===== config.mk =====
export PLATFORM = sky130hd
export DESIGN_NAME = serial_subtractor
export DESIGN_NICKNAME = d
export VERILOG_FILES = /design/src/rtl/serial_subtractor.sv
export SDC_FILE = /design/constraint.sdc
export NUM_CORES = 1
export LEC_CHECK = 0
export CAP_MARGIN = 25
export CELL_PAD_IN_SITES_DETAIL_PLACEMENT = 1
export CELL_PAD_IN_SITES_GLOBAL_PLACEMENT = 1
export CORE_UTILIZATION = 36
export CTS_CLUSTER_SIZE = 8
export DETAILED_ROUTE_END_ITERATION = 8
export GPL_TIMING_DRIVEN = 0
export PLACE_DENSITY = 0.72
export REMOVE_ABC_BUFFERS = 1
export SKIP_CTS_REPAIR_TIMING = 1
export SYNTH_ARGS = -nofsm -noshare
export SYNTH_HDL_FRONTEND = slang
export SYNTH_SLANG_ARGS = --single-unit

===== constraint.sdc =====
create_clock -name clk -period 1.5 [get_ports clk]
set_input_delay 0.225 -clock clk [delete_from_list [all_inputs] [get_ports clk]]
set_output_delay 0.225 -clock clk [all_outputs]
set_load 0.01 [all_outputs]

===== src/rtl/serial_subtractor.sv =====
// Bit-serial unsigned subtractor: diff = a - b computed one bit per clock,
// LSB first, through a single full-subtractor cell and a borrow flip-flop.
//
// Handshake: start is a request accepted only while the block is idle
// (busy = 0 and done = 0). On the accepting edge a and b are captured.
// The caller need not hold them afterwards. A start seen while busy or
// done is dropped, not queued. done pulses for one cycle when diff/borrow
// are updated. Those outputs then hold until the next done or reset.
module serial_subtractor #(
  parameter int WIDTH = 8
) (
  input  logic             clk,
  input  logic             rst_n,
  input  logic             start,
  input  logic [WIDTH-1:0] a,
  input  logic [WIDTH-1:0] b,
  output logic             busy,
  output logic             done,
  output logic [WIDTH-1:0] diff,
  output logic             borrow
);

  localparam int CW = (WIDTH > 1) ? $clog2(WIDTH) : 1;
  localparam logic [CW-1:0] LAST = CW'(WIDTH - 1);

  typedef enum logic [1:0] {
    IDLE  = 2'd0,
    SHIFT = 2'd1,
    DONE  = 2'd2
  } state_t;

  state_t           state;
  state_t           state_next;

  logic [WIDTH-1:0] a_sh;
  logic [WIDTH-1:0] b_sh;
  logic [WIDTH-1:0] res_sh;
  logic [WIDTH-1:0] res_next;
  logic             br;
  logic             br_next;
  logic             d;
  logic [CW-1:0]    cnt;

  // Full-subtractor cell on the current LSBs plus the stored borrow.
  assign d       = a_sh[0] ^ b_sh[0] ^ br;
  assign br_next = (~a_sh[0] & b_sh[0]) | (~(a_sh[0] ^ b_sh[0]) & br);

  // New result bit enters at the MSB so that after WIDTH shifts the LSB
  // computed first has reached bit 0.
  generate
    if (WIDTH == 1) begin : g_res_w1
      assign res_next = d;
    end else begin : g_res_wn
      assign res_next = {d, res_sh[WIDTH-1:1]};
    end
  endgenerate

  // State register.
  always_ff @(posedge clk or negedge rst_n) begin
    if (!rst_n) begin
      state <= IDLE;
    end else begin
      state <= state_next;
    end
  end

  // Next-state logic and status outputs decoded straight from state.
  always_comb begin
    state_next = state;
    busy       = (state == SHIFT);
    done       = (state == DONE);
    case (state)
      IDLE:    if (start) state_next = SHIFT;
      SHIFT:   if (cnt == LAST) state_next = DONE;
      DONE:    state_next = IDLE;
      default: state_next = IDLE;
    endcase
  end

  // Datapath: operand capture, per-bit shift, and result registers.
  always_ff @(posedge clk or negedge rst_n) begin
    if (!rst_n) begin
      a_sh   <= '0;
      b_sh   <= '0;
      res_sh <= '0;
      br     <= 1'b0;
      cnt    <= '0;
      diff   <= '0;
      borrow <= 1'b0;
    end else begin
      case (state)
        IDLE: begin
          if (start) begin
            a_sh   <= a;
            b_sh   <= b;
            res_sh <= '0;
            br     <= 1'b0;
            cnt    <= '0;
          end
        end
        SHIFT: begin
          res_sh <= res_next;
          a_sh   <= a_sh >> 1;
          b_sh   <= b_sh >> 1;
          br     <= br_next;
          cnt    <= cnt + 1'b1;
          if (cnt == LAST) begin
            diff   <= res_next;
            borrow <= br_next;
          end
        end
        default: ;
      endcase
    end
  end

endmodule


==> results of run 1 <==
power by group:
part           switching (uW)  internal (uW)
registers                 362           1470
logic                     715            773
clock network             334            354
total                    1410           2600
placed cells by master (no fill, tap or decap):
cell type / Yosys / layout
nand2_1: 5 / 5
fa_1: 1 / 1
clkbuf_2: 0 / 1
mux2_1: 2 / 2
dfrtp_2: 0 / 2
clkinvlp_4: 0 / 1
o21ai_0: 7 / 7
nand2b_2: 1 / 1
nand2b_4: 0 / 1
nand3b_4: 1 / 1
inv_4: 0 / 1
dlymetal6s2s_1: 0 / 2
mux2_2: 6 / 6
inv_1: 5 / 4
ha_1: 2 / 1
nor2_1: 3 / 3
o21bai_4: 0 / 1
nand3b_2: 0 / 1
o22ai_1: 28 / 28
ha_2: 0 / 1
a22o_1: 9 / 9
clkdlybuf4s50_1: 0 / 25
clkbuf_8: 0 / 6
buf_2: 4 / 1
dfrtp_1: 38 / 36
a21oi_1: 15 / 15
buf_4: 1 / 4
nor2b_1: 2 / 2
path summary, 6_finish.rpt:
path / endpoint / slack, ns / cells past startpoint
setup / recovery: diff[2] / 0.08 / 4
hold / removal: a_sh[5] / 0.03 / 1
setup reg to reg: diff[2] / 0.08 / 4
hold reg to reg: br / 0.49 / 2
max in group asynchronous: state[1] / 0.89 / 1
min in group clk: a_sh[7] / 0.48 / 3
stage by stage:
step           TNS [ns]  utilization
2_1_floorplan         0            -
3_3_place_gp     -38.32        0.439
3_5_place_dp     -15.11        0.438
4_1_cts           -7.35        0.457
5_1_grt               0        0.474
6_report              0        0.474
sequential cells by signal, summed over array words and instances (netlist names):
register,cells
a_sh,8
b_sh,8
borrow,1
br,1
cnt,3
diff,8
res_sh,7
state,2
logic make-up after synthesis:
group,after synthesis,share of synthesized area
AO/OA/AOI/OAI,60,0.227
flip-flops,38,0.581
buffers and inverters,16,0.0626
AND/OR/NAND/NOR,13,0.0474
multiplexers,8,0.0550
adder cells (fa/ha/maj),3,0.0275
layer usage:
| layer | global-route usage | up-vias | part of all wire |
|---|---|---|---|
| met5 | 0 | - | 0 |
| met4 | 0.0703 | 0 | 0.016 |
| met3 | 0.0640 | 7 | 0.051 |
| met2 | 0.266 | 28 | 0.47 |
| met1 | 0.210 | 625 | 0.47 |
| li1 | - | 577 | - |
critical path: cells and delay by family (launching register included):
kind | cells | cell delay (ns)
adder cells (fa/ha/maj) | 2 | 0.42
flip-flops | 1 | 0.40
multiplexers | 1 | 0.35
AND/OR/NAND/NOR | 1 | 0.15
cell type report:
class / instances / area, um2 / share of cell area
clock buffer: 6 / 82.6 / 0.0400
multi-input combinational: 85 / 617 / 0.299
tap: 52 / 65.1 / 0.0316
sequential: 38 / 953 / 0.462
inverter: 6 / 28.8 / 0.0140
timing repair buffer: 33 / 315 / 0.153
Yosys cell counts, types with 2 or more instances:
cell,n
a21oi_1,15
a22o_1,9
buf_2,4
buf_6,3
dfrtp_1,38
ha_1,2
inv_1,5
mux2_1,2
mux2_2,6
nand2_1,5
nor2_1,3
nor2b_1,2
o21ai_0,7
o22ai_1,28
==> metrics.txt, run 1 <==
CP startpoint=cnt[0]; Slew Viols, Final=0; critical path endpoint category=flip-flop; final hold viol count=0; Residual DRC=0; worst relative slew slack=0.438; RD Place Congestion=0.721; RR Startpoint=cnt[0]; final setup violation count=0; Setup crit start kind=flip-flop; Crit Path Category=reg2reg; CTS sink cnt=38; Final period util=0.948; placed instance count=roughly 210; # rows=24; ys flop type=dfrtp_1; min-delay worst type=in2async; placed cell area=0.00191 mm2; PortBufs=29; cell count after synthesis=138; CTS Buffer Depth=2; Min Hold Slack=0.0348 ns; Vias=between 1000 and 1500; CP max stage cell=dfrtp_1; WP data required=1.68 ns; Power Dens Cells=1950 mW/mm2; drt total wl=3760 um; worst slew pin tran=between 0.8 and 0.9 ns; Avg Cell Area, Syn=11.9 um2; Inserted Diodes=0; Fin Clk Skew=0.00422 ns; Leakage=0.000914 uW; DP HPWL=2340 um; Synth area leaders=dfrtp_1 58%, o22ai_1 11%, a22o_1 4.8%, a21oi_1 4.6%, mux2_2 4.1%; initial antenna violation count=0; GRT Overall Usage=0.170; total power=4010 uW; Ports=30; TritonCTS Buffers=5; warnings from Yosys=0; ys async rst share=1.00; htree depth=2; outcome=complete, no violations; die area=0.00482 mm2; Iteration-0 DRC Markers=65; CTS root buf=clkbuf_8; number of nets in the layout=between 150 and 200; Initial DRT Pass Iterations=4; synthesis-to-layout area growth=25.9%; vias per inst=5.62; fin crit period=1.42 ns; post-route ant nets=0; Seq cells post-synth=38; number of enable flip-flop cells after synthesis=0; CP Cell Sequence=ha_1 -> ha_2 -> nand3b_2 -> mux2_2; unrepaired setup endpoints after global routing=false; final setup margin=0.0787 ns; vias in the first global route=1361; Die X=69.5 um; CP arrival=1.60 ns; non-filler cells, final=between 200 and 250; largest net degree at the start of global routing=39; post-synthesis sequential area ratio=0.581; Starting Density=0.376; Synth cell types=23; layout cells sized above 1=0.167; post-synth top area share=0.581; total gr overflow=0; Clock Latency Late Sink=0.29 ns; final instance area=0.00206 mm2; Post-Syn Area=roughly 0.0016 mm2; Core Area=0.00435 mm2; CTS tree=yes; first-pass GRT wire length=6350 um; CP peak stage delay=0.40 ns; clock transition at the registers of the reported paths=0.07 ns; max frequency=just over 700 MHz; largest area contributor in the synthesized netlist=dfrtp_1; FILL cells=476; Max-Cap Viols=0; Die H=just under 70 um; Wirelength per Cell=17.1 um; peak supply drop=~0.84 mV; Setup Slack @ Placement=-0.680 ns; CP max FO=5
(Power assumes the default switching activity.)
==> inputs of run 2 (changes only) <==
==> constraint.sdc (replaced) <==
create_clock -name clk -period 1.5 [get_ports clk]
set_input_delay 0.45 -clock clk [delete_from_list [all_inputs] [get_ports clk]]
set_output_delay 0.45 -clock clk [all_outputs]
set_load 0.01 [all_outputs]
==> run 2 against run 1 <==
Against the previous run:
- the run now ends with setup timing left
- hold slack gained 0.23 ns
- worst setup slack lost 0.16 ns
- fmax shrank 9.8%
- register-to-register slack is essentially flat
- wire length rose by 0.80%
- core utilization grew 0.92 points
- non-clock buffer count up 2
- sequential share of layout area fell by 0.88 points
- final area rose by 1.9%
- via count grew 1.9%
- critical path depth down 1
==> metrics.txt, run 2 (same netlist as run 1, synthesis figures left out) <==
worst slew pin tran=0.845 ns (+0.00148 ns); Fin Clk Skew=0.00336 ns (-0.000857 ns); FILL cells=476 (unchanged); Power Dens Cells=1930 mW/mm2 (-1.0%); peak supply drop=0.843 mV (+0.82%); register area=953 um2 (unchanged); Crit Path Category=reg2out; number of nets in the layout=193 (+1.0%); outcome=complete, but fails checks; initial antenna violation count=0 (unchanged); min-delay worst type=in2async; clock transition at the registers of the reported paths=0.07 ns (about the same); critical path endpoint category=output pin; Slew Viols, Final=0 (unchanged); final setup margin=-0.0766 ns (-0.155 ns); Iteration-0 DRC Markers=79 (+22%); CP max FO=10 (+5); setup_tns=-0.0766 ns (-0.0766 ns); CTS sink cnt=38 (unchanged); TritonCTS Buffers=5 (unchanged); area occupied by multi-input gates=623 um2 (+1.0%); Clock Latency Late Sink=0.29 ns (about the same); unrepaired setup endpoints after global routing=true; Setup crit start kind=flip-flop; WP data required=1.05 ns (-0.63 ns); vias per inst=5.68 (+0.94%); PortBufs=29 (unchanged); first-pass GRT wire length=6350 um (unchanged); Final period util=1.05 (+0.103); final hold viol count=0 (unchanged); total gr overflow=0 (unchanged); Die X=69.5 um (unchanged); Max-Cap Viols=0 (unchanged); Die H=69.5 um (unchanged); non-filler cells, final=222 (+0.91%); DP HPWL=2340 um (unchanged); max frequency=634 MHz (-9.8%); Initial DRT Pass Iterations=4 (unchanged); drt total wl=3790 um (+0.80%); placed cell area=0.00191 mm2 (unchanged); synthesis-to-layout area growth=28.3%; CTS Buffer Depth=2 (unchanged); fin crit period=1.58 ns (+0.155 ns); CP arrival=1.13 ns (-0.47 ns); die area=0.00482 mm2 (unchanged); most frequent cells in the layout=36 x dfrtp_1, 28 x o22ai_1, 16 x clkdlybuf4s50_1, 15 x a21oi_1; failing checks=setup timing; # rows=24 (unchanged); Core Area=0.00435 mm2 (unchanged); final instance area=0.00210 mm2 (+1.9%); post-route ant nets=0 (unchanged); largest net degree at the start of global routing=39 (unchanged); worst relative slew slack=0.437 (-0.000988); layout cells sized above 1=0.188 (+0.0216); placed instance count=209 (unchanged); Starting Density=0.376 (unchanged); CTS tree=yes; Inserted Diodes=0 (unchanged); RD Place Congestion=0.721 (unchanged); GRT Overall Usage=0.170 (unchanged); CTS root buf=clkbuf_8; Wirelength per Cell=17.1 um (-0.11%); final setup violation count=1 (+1); htree depth=2 (unchanged); Residual DRC=0 (unchanged); Ports=30 (unchanged); commonest non-fill, non-tap cell in the layout=dfrtp_1; vias in the first global route=1361 (unchanged); biggest regs=a_sh x8, b_sh x8, diff x8; Leakage=0.00105 uW (+15%); Vias=1260 (+1.9%)
run 2: cell types whose count changed in the layout (fill, tap and decap cells not counted), sizes merged:
cell           before  now
dlymetal6s2s        2    9
buf                 5    9
clkdlybuf4s50      25   16
run 2: worst paths after layout:
| kind | from | to | slack, ns | depth (start not counted) |
|---|---|---|---|---|
| hold / removal | rst_n | a_sh[5] | 0.26 | 1 |
| min in group clk | diff[7] | diff[7] | 0.49 | 1 |
| setup reg to reg | cnt[0] | diff[5] | 0.08 | 4 |
| setup / recovery | state[1] | busy | -0.08 | 3 |
| max in group asynchronous | rst_n | state[1] | 0.66 | 1 |
| hold reg to reg | diff[7] | diff[7] | 0.49 | 1 |
run 2: worst max-delay path: stages, from the launching register on:
cell and delay [ns]:
dfrtp_2 0.45, nand2b_4 0.20, inv_8 0.09, buf_6 0.10
run 2: final cells by class:
type                       instances  share of cell area
multi-input combinational         85               0.296
sequential                        38               0.454
timing repair buffer              35               0.164
clock buffer                       6              0.0393
inverter                           6              0.0161
tap                               52              0.0310
run 2: per-stage QoR:
| step | worst slack (ns) | hold WS [ns] | power [uW] | util |
|---|---|---|---|---|
| final | -0.0766 | 0.262 | 4050 | 0.483 |
| after global routing | -0.124 | 0.323 | 4360 | 0.483 |
| after floorplan | 0.0433 | 0.154 | 2650 | - |
| after CTS | -1.17 | 0.288 | 3960 | 0.457 |
| after detailed placement | -0.905 | 0.483 | 3250 | 0.438 |
| after global placement | -0.884 | 0.466 | 3150 | 0.439 |
run 2: layer usage:
layer	up-vias	wire, um	track usage
li1	583	-	-
met1	634	1730	0.210
met2	36	1770	0.266
met3	7	223	0.0640
met4	0	61	0.0703
met5	-	0	0
run 2: report_power, final:
| part | internal (uW) | leakage, uW | switching [uW] |
|---|---|---|---|
| Sequential | 1470 | 0.000468 | 332 |
| Clock | 354 | 0.0000431 | 338 |
| Combinational | 790 | 0.000541 | 760 |
==> inputs of run 3 (changes only) <==
- CORE_UTILIZATION: 36 -> 40
- PLACE_DENSITY: 0.72 -> 0.76
- clock period: 1.5 -> 1.6 ns (I/O delays scaled with it)
==> run 3 against run 2 <==
Against the previous run:
- the flow still finishes with violations (setup timing)
- sequential power shrank 7%
- combinational power barely moved
- clock skew grew 0.0044 ns
- flip-flop and latch count stayed put
- worst setup slack worse by 0.0069 ns
- critical path depth increased by 1
- final area up 1.4%
- critical path type unchanged
- largest power group unchanged
==> metrics.txt, run 3 (same netlist as run 1, synthesis figures left out) <==
PortBufs=29 (unchanged); critical path endpoint category=output pin; RD Place Congestion=0.714 (-0.97%); Sw Pwr=1420 uW (-1.0%); Internal Power=2530 uW (-3.3%); Final period util=1.05; Slew Viols, Final=0 (unchanged); number of nets in the layout=198 (+2.6%); CTS sink cnt=38 (unchanged); max frequency=~590 MHz; Setup Slack @ Placement=-0.857 ns (+0.0475 ns); worst slew pin tran=0.841 ns (-0.00395 ns); unrepaired setup endpoints after global routing=true; vias in the first global route=1320 (-3.0%); Initial DRT Pass Iterations=4 (unchanged); largest net degree at the start of global routing=39 (unchanged); Power Dens Cells=1850 mW/mm2 (-3.8%); Setup crit start kind=flip-flop; die area=0.00435 mm2 (-9.7%); Wirelength per Cell=17.8 um (+4.2%); drt total wl=4000 um (+5.6%); final hold viol count=0 (unchanged); Logic pwr share=0.395 (+0.012); outcome=complete, but fails checks; WP data required=1.12 ns (+0.07 ns); Die H=66.0 um (-5.0%); CP max FO=9 (-1); final setup margin=-0.0835 ns (-0.00689 ns); TritonCTS Buffers=5 (unchanged); Seq pwr share=0.429 (-0.017); DP HPWL=2530 um (+7.8%); Core Area=0.00380 mm2 (-13%); final setup violation count=2 (+1); CTS tree=yes; Sw Ratio=0.359 (+0.00529); total power=3950 uW (-2.5%); total gr overflow=0 (unchanged); Crit Path Category=reg2out; Inserted Diodes=0 (unchanged); Fin Clk Skew=0.00780 ns (+0.00444 ns); Leakage=0.00107 uW (+1.8%); CP arrival=1.20 ns (+0.07 ns); Die X=66.0 um (-5.0%); # rows=22 (-8.3%); first-pass GRT wire length=6550 um (+3.1%); Max-Cap Viols=0 (unchanged); Ports=30 (unchanged); Starting Density=0.431 (+0.0550); CTS Buffer Depth=2 (unchanged); layout cells sized above 1=0.220 (+0.0321); min-delay worst type=in2async; synthesis-to-layout area growth=30.1%; vias per inst=5.53 (-2.6%); post-route ant nets=0 (unchanged); most frequent cells in the layout=36 x dfrtp_1, 28 x o22ai_1, 16 x clkdlybuf4s50_1, 15 x a21oi_1, 11 x buf_4; CTS root buf=clkbuf_8; Clock Latency Late Sink=0.30 ns (about the same); biggest regs=a_sh x8, b_sh x8, diff x8; Min Hold Slack=0.287 ns (+0.0250 ns); htree depth=2 (unchanged); Clock power frac=0.176 (+0.005); Vias=1244 (-1.3%); Residual DRC=0 (unchanged); Iteration-0 DRC Markers=33 (-58%); peak supply drop=0.731 mV (-13%); clock transition at the registers of the reported paths=0.08 ns (about the same); fin crit period=1.68 ns; commonest non-fill, non-tap cell in the layout=dfrtp_1; worst relative slew slack=0.439 (+0.00263); failing checks=setup timing; GRT Overall Usage=0.203 (+0.0336); initial antenna violation count=0 (unchanged)
run 3: through the flow:
stage / utilization / cell area (um2) / setup TNS, ns / std cells
after floorplan: - / 1560 / 0 / 128
after global placement: 0.502 / 1910 / -47.05 / 205
after detailed placement: 0.501 / 1900 / -19.86 / 205
after CTS: 0.526 / 2000 / -12.56 / 213
after global routing: 0.561 / 2130 / -0.195 / 225
final: 0.561 / 2130 / -0.0867 / 225
run 3: area by class of cell:
class                      instances  area, um2
fill                             399       1670
sequential                        38        953
multi-input combinational         84        598
timing repair buffer              41        393
clock buffer                       6       82.6
tap                               48       60.1
inverter                           6       31.3
clock inverter                     2       12.5
run 3: worst max-delay path, cell delays in order (launching register included):
cell	delay [ns]
dfrtp_2	0.42
buf_6	0.12
nand2b_4	0.16
inv_6	0.09
buf_6	0.10
run 3: final timing paths:
kind	endpoint	cells past startpoint	startpoint	slack, ns
max	busy	4	state[1]	-0.08
min	b_sh[6]	1	rst_n	0.29
max reg2reg	diff[4]	4	cnt[0]	0.12
min reg2reg	br	2	br	0.49
max in group asynchronous	state[0]	1	rst_n	0.74
min in group clk	br	2	br	0.49
run 3: layer usage:
| metal | track usage | share of wire | vias to the layer above |
|---|---|---|---|
| li1 | - | - | 586 |
| met1 | 0.261 | 0.44 | 634 |
| met2 | 0.332 | 0.51 | 18 |
| met3 | 0.0517 | 0.030 | 6 |
| met4 | 0.0718 | 0.014 | 0 |
| met5 | 0 | 0 | - |
run 3: power groups by stage:
stage | sequential (uW) | combinational (uW) | clock, uW
after detailed placement | 1730 | 1340 | 0
after CTS | 1710 | 1350 | 715
after floorplan | 1670 | 817 | 0
final | 1690 | 1560 | 696
after global placement | 1680 | 1250 | 0
after global routing | 1760 | 1710 | 759
